$ cat config.mk
export PLATFORM = sky130hd
export DESIGN_NAME = video_stream_tx_flat
export DESIGN_NICKNAME = d
export VERILOG_FILES = /design/src/rtl/video_stream_tx_pkg.sv /design/src/rtl/video_stream_tx_if.sv /design/src/rtl/video_stream_tx_tag_pipe.sv /design/src/rtl/video_stream_tx.sv /design/src/flat_wrapper.sv
export SDC_FILE = /design/constraint.sdc
export NUM_CORES = 1
export LEC_CHECK = 0
export ABC_AREA = 1
export CAP_MARGIN = 40
export CELL_PAD_IN_SITES_DETAIL_PLACEMENT = 1
export CELL_PAD_IN_SITES_GLOBAL_PLACEMENT = 2
export CORE_MARGIN = 3
export CORE_UTILIZATION = 26
export CTS_CLUSTER_DIAMETER = 40
export DETAILED_ROUTE_END_ITERATION = 10
export GPL_TIMING_DRIVEN = 0
export HOLD_SLACK_MARGIN = 0.1
export PLACE_DENSITY = 0.83
export SYNTH_ARGS = -nofsm -noshare
export SYNTH_HDL_FRONTEND = slang
export SYNTH_HIERARCHICAL = 1
export SYNTH_SLANG_ARGS = --single-unit
$ cat constraint.sdc
create_clock -name Clk_in -period 1.4 [get_ports Clk_in]
set_input_delay 0.28 -clock Clk_in [delete_from_list [all_inputs] [get_ports Clk_in]]
set_output_delay 0.28 -clock Clk_in [all_outputs]
set_load 0.005 [all_outputs]
$ cat src/rtl/video_stream_tx_pkg.sv
// Shared types for the SRAM-to-pixel-stream frame transmitter: default widths,
// the transmit FSM state encoding and the sideband tag that travels with each read.
package video_stream_pkg;

  localparam int DATA_W_DEF = 24;
  localparam int ADDR_W_DEF = 20;

  typedef logic [DATA_W_DEF-1:0] pixel_t;

  typedef enum logic [1:0] {
    IDLE  = 2'd0,
    LINE  = 2'd1,
    BLANK = 2'd2,
    DRAIN = 2'd3
  } tx_state_t;

  typedef struct packed {
    logic start;
    logic valid;
    logic jump;
    logic last;
  } tag_t;

endpackage

$ cat src/rtl/video_stream_tx_if.sv
// SRAM read port plus pixel-stream outputs of the frame transmitter.
// master = transmitter side, slave = SRAM / stream consumer side.
interface video_stream_tx_if
  import video_stream_pkg::*;
#(
  parameter int ADDR_W = ADDR_W_DEF,
  parameter int DATA_W = DATA_W_DEF
);
  logic              mem_en;
  logic [ADDR_W-1:0] mem_addr;
  logic [DATA_W-1:0] mem_rdata;
  logic              Start_out;
  logic              H_Valid_out;
  logic              H_Jump_out;
  logic [DATA_W-1:0] Bmp_Data_out;

  modport master (
    output mem_en, mem_addr,
    input  mem_rdata,
    output Start_out, H_Valid_out, H_Jump_out, Bmp_Data_out
  );

  modport slave (
    input  mem_en, mem_addr,
    output mem_rdata,
    input  Start_out, H_Valid_out, H_Jump_out, Bmp_Data_out
  );
endinterface

$ cat src/rtl/video_stream_tx_tag_pipe.sv
// Two-stage registered delay line carrying the per-read sideband tag, so it
// lines up with the registered SRAM data at the stream output.
module vs_tag_pipe
  import video_stream_pkg::*;
(
  input  logic i_clk,
  input  logic i_rst_n,
  input  tag_t i_tag,
  output logic o_valid_s1,
  output tag_t o_tag_s2
);
  tag_t r_s1;
  tag_t r_s2;

  always_ff @(posedge i_clk or negedge i_rst_n) begin
    if (!i_rst_n) begin
      r_s1 <= '0;
      r_s2 <= '0;
    end else begin
      r_s1 <= i_tag;
      r_s2 <= r_s1;
    end
  end

  assign o_valid_s1 = r_s1.valid;
  assign o_tag_s2   = r_s2;
endmodule

$ cat src/rtl/video_stream_tx.sv
// Frame transmitter: raster-reads a W x H frame from SRAM and emits Start/H_Valid/H_Jump/data.
// Optional FRAME_CHECKSUM_EN adds frame_sum, the modulo-2^DATA_W sum of the pixels sent.
//
// state | meaning
// IDLE  | waiting for frame_start
// LINE  | one SRAM read per cycle, x = 0..W-1
// BLANK | HBLANK idle cycles between lines, no reads
// DRAIN | 2 cycles for the last reads to leave the tag pipe
module video_stream_tx
  import video_stream_pkg::*;
#(
  parameter int W         = 256,
  parameter int H         = 256,
  parameter int HBLANK    = 4,
  parameter int BASE_ADDR = 0,
  parameter int ADDR_W    = ADDR_W_DEF,
  parameter int DATA_W    = DATA_W_DEF
)(
  input  logic              Clk_in,
  input  logic              Reset_n,
  input  logic              frame_start,
  output logic              busy,
  output logic              frame_done,
`ifdef FRAME_CHECKSUM_EN
  output logic [DATA_W-1:0] frame_sum,
`endif
  video_stream_tx_if.master bus
);
  localparam int XW = $clog2(W);
  localparam int YW = (H > 1) ? $clog2(H) : 1;
  localparam int BW = $clog2(HBLANK + 1);

  tx_state_t         r_state;
  tx_state_t         w_next;
  logic [XW-1:0]     r_x;
  logic [YW-1:0]     r_y;
  logic [BW-1:0]     r_blank;
  logic [ADDR_W-1:0] r_addr;
  logic [DATA_W-1:0] r_data;
  logic              w_x_last;
  logic              w_y_last;
  logic              w_blank_tc;
  logic              w_mem_en;
  logic [ADDR_W-1:0] w_mem_addr;
  logic              w_valid_s1;
  tag_t              w_tag;
  tag_t              w_tag_s2;

  assign w_x_last   = (r_x == XW'(W - 1));
  assign w_y_last   = (r_y == YW'(H - 1));
  assign w_blank_tc = (r_blank == '0);

  always_ff @(posedge Clk_in or negedge Reset_n) begin
    if (!Reset_n) r_state <= IDLE;
    else          r_state <= w_next;
  end

  always_comb begin
    w_next = r_state;
    case (r_state)
      IDLE:    if (frame_start) w_next = LINE;
      LINE:    if (w_x_last) w_next = w_y_last ? DRAIN : BLANK;
      BLANK:   if (w_blank_tc) w_next = LINE;
      DRAIN:   if (w_blank_tc) w_next = IDLE;
      default: w_next = IDLE;
    endcase
  end

  // The first BLANK cycle tags the H_Jump; it reaches the stream right after the line's last pixel.
  always_comb begin
    w_tag      = '0;
    w_mem_en   = 1'b0;
    w_mem_addr = '0;
    case (r_state)
      LINE: begin
        w_mem_en    = 1'b1;
        w_mem_addr  = r_addr;
        w_tag.valid = 1'b1;
        w_tag.start = (r_x == '0) && (r_y == '0);
        w_tag.last  = w_x_last && w_y_last;
      end
      BLANK:   w_tag.jump = (r_blank == BW'(HBLANK - 1));
      default: ;
    endcase
  end

  // r_blank times both the line blanking and the 2-cycle drain.
  always_ff @(posedge Clk_in or negedge Reset_n) begin
    if (!Reset_n) begin
      r_x     <= '0;
      r_y     <= '0;
      r_blank <= '0;
      r_addr  <= '0;
    end else begin
      case (r_state)
        IDLE: if (frame_start) begin
          r_x     <= '0;
          r_y     <= '0;
          r_blank <= '0;
          r_addr  <= ADDR_W'(BASE_ADDR);
        end
        LINE: begin
          r_addr <= r_addr + ADDR_W'(1);
          if (w_x_last) begin
            r_x     <= '0;
            r_blank <= w_y_last ? BW'(1) : BW'(HBLANK - 1);
          end else begin
            r_x <= r_x + XW'(1);
          end
        end
        BLANK: begin
          if (w_blank_tc) r_y     <= r_y + YW'(1);
          else            r_blank <= r_blank - BW'(1);
        end
        DRAIN:   if (!w_blank_tc) r_blank <= r_blank - BW'(1);
        default: ;
      endcase
    end
  end

  vs_tag_pipe u_tag_pipe (
    .i_clk      (Clk_in),
    .i_rst_n    (Reset_n),
    .i_tag      (w_tag),
    .o_valid_s1 (w_valid_s1),
    .o_tag_s2   (w_tag_s2)
  );

  always_ff @(posedge Clk_in or negedge Reset_n) begin
    if (!Reset_n)        r_data <= '0;
    else if (w_valid_s1) r_data <= bus.mem_rdata;
    else                 r_data <= '0;
  end

`ifdef FRAME_CHECKSUM_EN
  logic [DATA_W-1:0] r_sum;

  always_ff @(posedge Clk_in or negedge Reset_n) begin
    if (!Reset_n)                              r_sum <= '0;
    else if (r_state == IDLE && frame_start)   r_sum <= '0;
    else if (w_valid_s1)                       r_sum <= r_sum + bus.mem_rdata;
  end

  assign frame_sum = r_sum;
`endif

  assign busy             = (r_state != IDLE);
  assign frame_done       = w_tag_s2.last;
  assign bus.mem_en       = w_mem_en;
  assign bus.mem_addr     = w_mem_addr;
  assign bus.Start_out    = w_tag_s2.start;
  assign bus.H_Valid_out  = w_tag_s2.valid;
  assign bus.H_Jump_out   = w_tag_s2.jump;
  assign bus.Bmp_Data_out = r_data;
endmodule

$ cat src/flat_wrapper.sv
// flat-port wrapper written by rule: the top's interface ports become plain ports
module video_stream_tx_flat import video_stream_pkg::*;
#(
  parameter int W         = 256,
  parameter int H         = 256,
  parameter int HBLANK    = 4,
  parameter int BASE_ADDR = 0,
  parameter int ADDR_W    = ADDR_W_DEF,
  parameter int DATA_W    = DATA_W_DEF
)
  (Clk_in, Reset_n, frame_start, busy, frame_done, bus_mem_en, bus_mem_addr, bus_mem_rdata, bus_Start_out, bus_H_Valid_out, bus_H_Jump_out, bus_Bmp_Data_out);
  video_stream_tx_if #(.ADDR_W(ADDR_W), .DATA_W(DATA_W)) bus_i ();
  input  logic Clk_in;
  input  logic Reset_n;
  input  logic frame_start;
  output logic busy;
  output logic frame_done;
  output wire logic [$bits(bus_i.mem_en)-1:0] bus_mem_en;
  output wire logic [$bits(bus_i.mem_addr)-1:0] bus_mem_addr;
  input wire logic [$bits(bus_i.mem_rdata)-1:0] bus_mem_rdata;
  output wire logic [$bits(bus_i.Start_out)-1:0] bus_Start_out;
  output wire logic [$bits(bus_i.H_Valid_out)-1:0] bus_H_Valid_out;
  output wire logic [$bits(bus_i.H_Jump_out)-1:0] bus_H_Jump_out;
  output wire logic [$bits(bus_i.Bmp_Data_out)-1:0] bus_Bmp_Data_out;
  assign bus_mem_en = bus_i.mem_en;
  assign bus_mem_addr = bus_i.mem_addr;
  assign bus_i.mem_rdata = bus_mem_rdata;
  assign bus_Start_out = bus_i.Start_out;
  assign bus_H_Valid_out = bus_i.H_Valid_out;
  assign bus_H_Jump_out = bus_i.H_Jump_out;
  assign bus_Bmp_Data_out = bus_i.Bmp_Data_out;
  video_stream_tx #(.W(W), .H(H), .HBLANK(HBLANK), .BASE_ADDR(BASE_ADDR), .ADDR_W(ADDR_W), .DATA_W(DATA_W)) u_core (.Clk_in(Clk_in), .Reset_n(Reset_n), .frame_start(frame_start), .busy(busy), .frame_done(frame_done), .bus(bus_i));
endmodule
==> impl_metrics.py <==
metrics = {
    "sta": {
        "period_needed_ns": 1.636,
        "hold_violations": 0,
        "fin_crit_sh_pct": 116.9,
        "rsz0062_at_grt": "yes",
        "fin_ws_ns": -0.2359,
        "clock.fmax_mhz": 611.3,
        "fin_skew_ns": 0.003956,
        "slew_violations": 0,
        "slew_headroom_pct": 73.43,
        "setup-violations-final": 43,
        "worst_pin_slew_ns": 0.3986,
        "whs_ns": 0.3440,
    },
    "synthesis": {
        "seq_area_frac_synth_pct": 50.62,
        "synth_top_area_share_pct": 50.62,
        "synth_area_per_cell_um2": 7.710,
        "synth_fp_nets": 503,
        "ys_ff_latch": 73,
        "synth_top_area_cell": "dfrtp_1",
        "syn_area_um2": 3608,
        "synth_cell_types": 31,
        "synth_cells": 468,
        "synth_warnings": 6,
        "ys_top_cells_by_area": "dfrtp_1 51%, nand2_1 13%, inv_1 8.2%, nor2_1 6.2%, nand3_1 5.0%",
    },
    "run": {
        "cap_violations": 0,
    },
    "global_routing": {
        "grt_overflow": 0,
        "antenna_found_initial": 0,
        "grt_pass1_wl_mm": 19.67,
        "grt_pass1_vias": 3912,
        "grt_max_degree": 63,
        "grt_usage_pct": 16.53,
    },
    "setup_path": {
        "cp_cell_sequence": "nand2_8 > clkinv_8 > buf_8 > nand2_4 > inv_2 > buf_6",
        "required_ns": 1.12,
        "crit_path_start_kind": "flop",
        "critPathKind": "flop to output pin",
        "r2r_start": "u_core/r_state[0]$_DFFE_PN0P_",
        "crit_path_top_delay_cell": "dfrtp_2",
        "worstSetupEndpointType": "output pin",
        "r2r_end": "u_core/r_x[6]$_DFFE_PN0P_",
        "path_delay_family": "flip-flops",
        "critPathMaxStageDelay_ns": 0.45,
        "r2r_setup_slack_ns": -0.08,
        "worstPathArrival_ns": 1.36,
        "crit_buf_inv": 4,
        "ff2ff_path_depth": 6,
        "path_max_fanout": 7,
    },
    "place": {
        "portBuffers": 76,
        "hpwlAfterDp_mm": 7.694,
        "routabilityCongestion": 0.7774,
        "dpl_cell_area_um2": 4614,
    },
    "routing": {
        "avgViaCountPerCell": 4.602,
        "wl_met2_mm": 5.957,
        "ant_nets": 0,
        "drc": 0,
        "wl_met1_mm": 5.066,
        "top_layer": "met4",
        "dr_wl_met3_um": 816,
        "num_vias": 3622,
        "drt_iter0_drc": 111,
        "dr.pass1.iters": 4,
        "drt_wl_total_mm": 12.07,
        "drt-wirelength-per-cell_um": 15.34,
    },
    "power": {
        "p_per_area_nw_per_um2": 1578,
        "combPwrFrac_pct": 41.9,
        "power_frac_seq_pct": 29.5,
        "p_switching_mw": 3.093,
        "power_frac_clock_pct": 28.6,
        "switching_share_pct": 34.26,
        "internal_power_mw": 5.934,
        "p_leak_nw": 2.889,
        "ir_drop_uv": 514.8,
    },
    "hold_path": {
        "min_path_type": "primary input to async pin",
    },
    "layout": {
        "mostFrequentLayoutCells": "115 x nand2_1, 70 x inv_1, 67 x dfrtp_1, 38 x buf_4",
        "nets": 641,
        "drive_gt1_share_pct": 28.81,
        "n_antenna_cell": 0,
        "area_delta_synth_final_pct": 58.53,
        "mostFrequentLayoutCell": "nand2_1",
        "fin_area_um2": 5720,
    },
    "clock_tree": {
        "path_clk_slew_ns": 0.06,
        "cts.sinks": 73,
        "clockBufferDepth": 2,
        "cts_tree": "yes",
        "cts_max_level": 3,
        "cts_root_buf": "clkbuf_16",
        "cts_buffers": 9,
        "insertion_delay_ns": 0.33,
    },
    "outcome": {
        "violations": "negative setup slack",
        "status": "finished with violations",
    },
    "floorplanning": {
        "dieArea_um2": 15330,
        "io_pins": 77,
        "core_area_um2": 13400,
        "die_h_um": 123.8,
        "rows": 42,
        "initial_core_util_pct": 26.93,
        "die_w_um": 123.8,
    },
}
state kept, by name (all words and copies together) (netlist names):
| register | cells |
|---|---|
| u_core/bus.Bmp_Data_out | 24 |
| u_core/u_tag_pipe/o_valid_s1 | 1 |
| u_core/r_x | 8 |
| u_core/r_blank | 3 |
| u_core/r_state | 2 |
| u_core/u_tag_pipe/o_tag_s2 | 4 |
| u_core/r_addr | 20 |
| u_core/r_y | 8 |
| u_core/u_tag_pipe/r_s1 | 3 |
synthesized netlist by cell type (all sizes together):
cell    number
nand3       37
and3         1
nand2      132
nand4       16
o221ai       2
ha           8
nor3         3
a21oi        7
dfrtp       73
nand3b       1
o21ai       27
nor2        64
o22ai        1
nor4         1
buf          6
o211ai       1
clkbuf       3
a22oi        1
xor2         1
inv         81
or2          2
repair_timing:
action,CTS,global route
setup buffers,26,22
cloned,3,1
resized for setup,215,54
pin swaps,13,20
endpoints found under the hold margin,11,0
endpoints found under the setup margin,93,63
hold buffers,1,0
logic make-up (layout without fill, tap and decap cells):
family                   after synthesis  after routing  synth area share [%]
XOR/XNOR                               1              1                0.2428
buffers and inverters                 90            233                 9.813
AND/OR/NAND/NOR                      257            257                 30.65
AO/OA/AOI/OAI                         39             39                 5.895
adder cells (fa/ha/maj)                8              8                 2.774
flip-flops                            73             73                 50.62
power by group through the flow:
stage / registers, mW / clock network [mW] / logic [mW]
floorplan: 2.72 / 0 / 1.12
global placement: 2.72 / 0 / 2.25
detailed placement: 2.73 / 0 / 2.31
CTS: 2.66 / 2.65 / 3.41
global route: 2.71 / 2.73 / 4.15
finish: 2.66 / 2.58 / 3.78
metal layers:
layer / up-vias / track usage [%]
met1: 1775 / 19.86
met3: 14 / 5.313
met2: 80 / 27.95
li1: 1753 / -
met4: 0 / 5.536
met5: - / 0
per-stage QoR:
stage	utilization, %	cells	setup WS [ns]	power, mW	setup TNS (ns)
floorplan	-	468	0.04885	3.834	0
global placement	34.25	720	-2.790	4.966	-228.55
detailed placement	34.44	721	-0.7903	5.038	-26.75
CTS	40.50	767	-0.2319	8.710	-4.379
global route	42.69	787	-0.2777	9.592	-7.586
finish	42.69	787	-0.2359	9.027	-4.689
final cells by class:
| class | count | area (um2) |
|---|---|---|
| Fill cell | 1607 | 7680 |
| Sequential cell | 73 | 1834 |
| Multi-Input combinational cell | 305 | 1759 |
| Timing Repair Buffer | 127 | 1140 |
| Inverter | 81 | 324.1 |
| Clock buffer | 11 | 252.7 |
| Tap cell | 176 | 220.2 |
| Buffer | 9 | 112.6 |
| Clock inverter | 5 | 77.57 |
worst max path at each step:
stage                                  startpoint                                     to  slack, ns  depth (start not counted)
global route        u_core/r_state[0]$_DFFE_PN0P_                       bus_mem_addr[11]      -0.28                          6
finish              u_core/r_state[0]$_DFFE_PN0P_                       bus_mem_addr[11]      -0.24                          6
CTS                 u_core/r_state[1]$_DFFE_PN0P_                       bus_mem_addr[11]      -0.23                          7
floorplan           u_core/r_blank[0]$_DFFE_PN0P_              u_core/r_y[6]$_DFFE_PN0P_       0.05                          9
global placement                          Reset_n  u_core/bus.Bmp_Data_out[14]$_DFF_PN0_      -2.79                          1
detailed placement  u_core/r_state[1]$_DFFE_PN0P_                             bus_mem_en      -0.79                          5
Power figures use the tool's default switching activity.
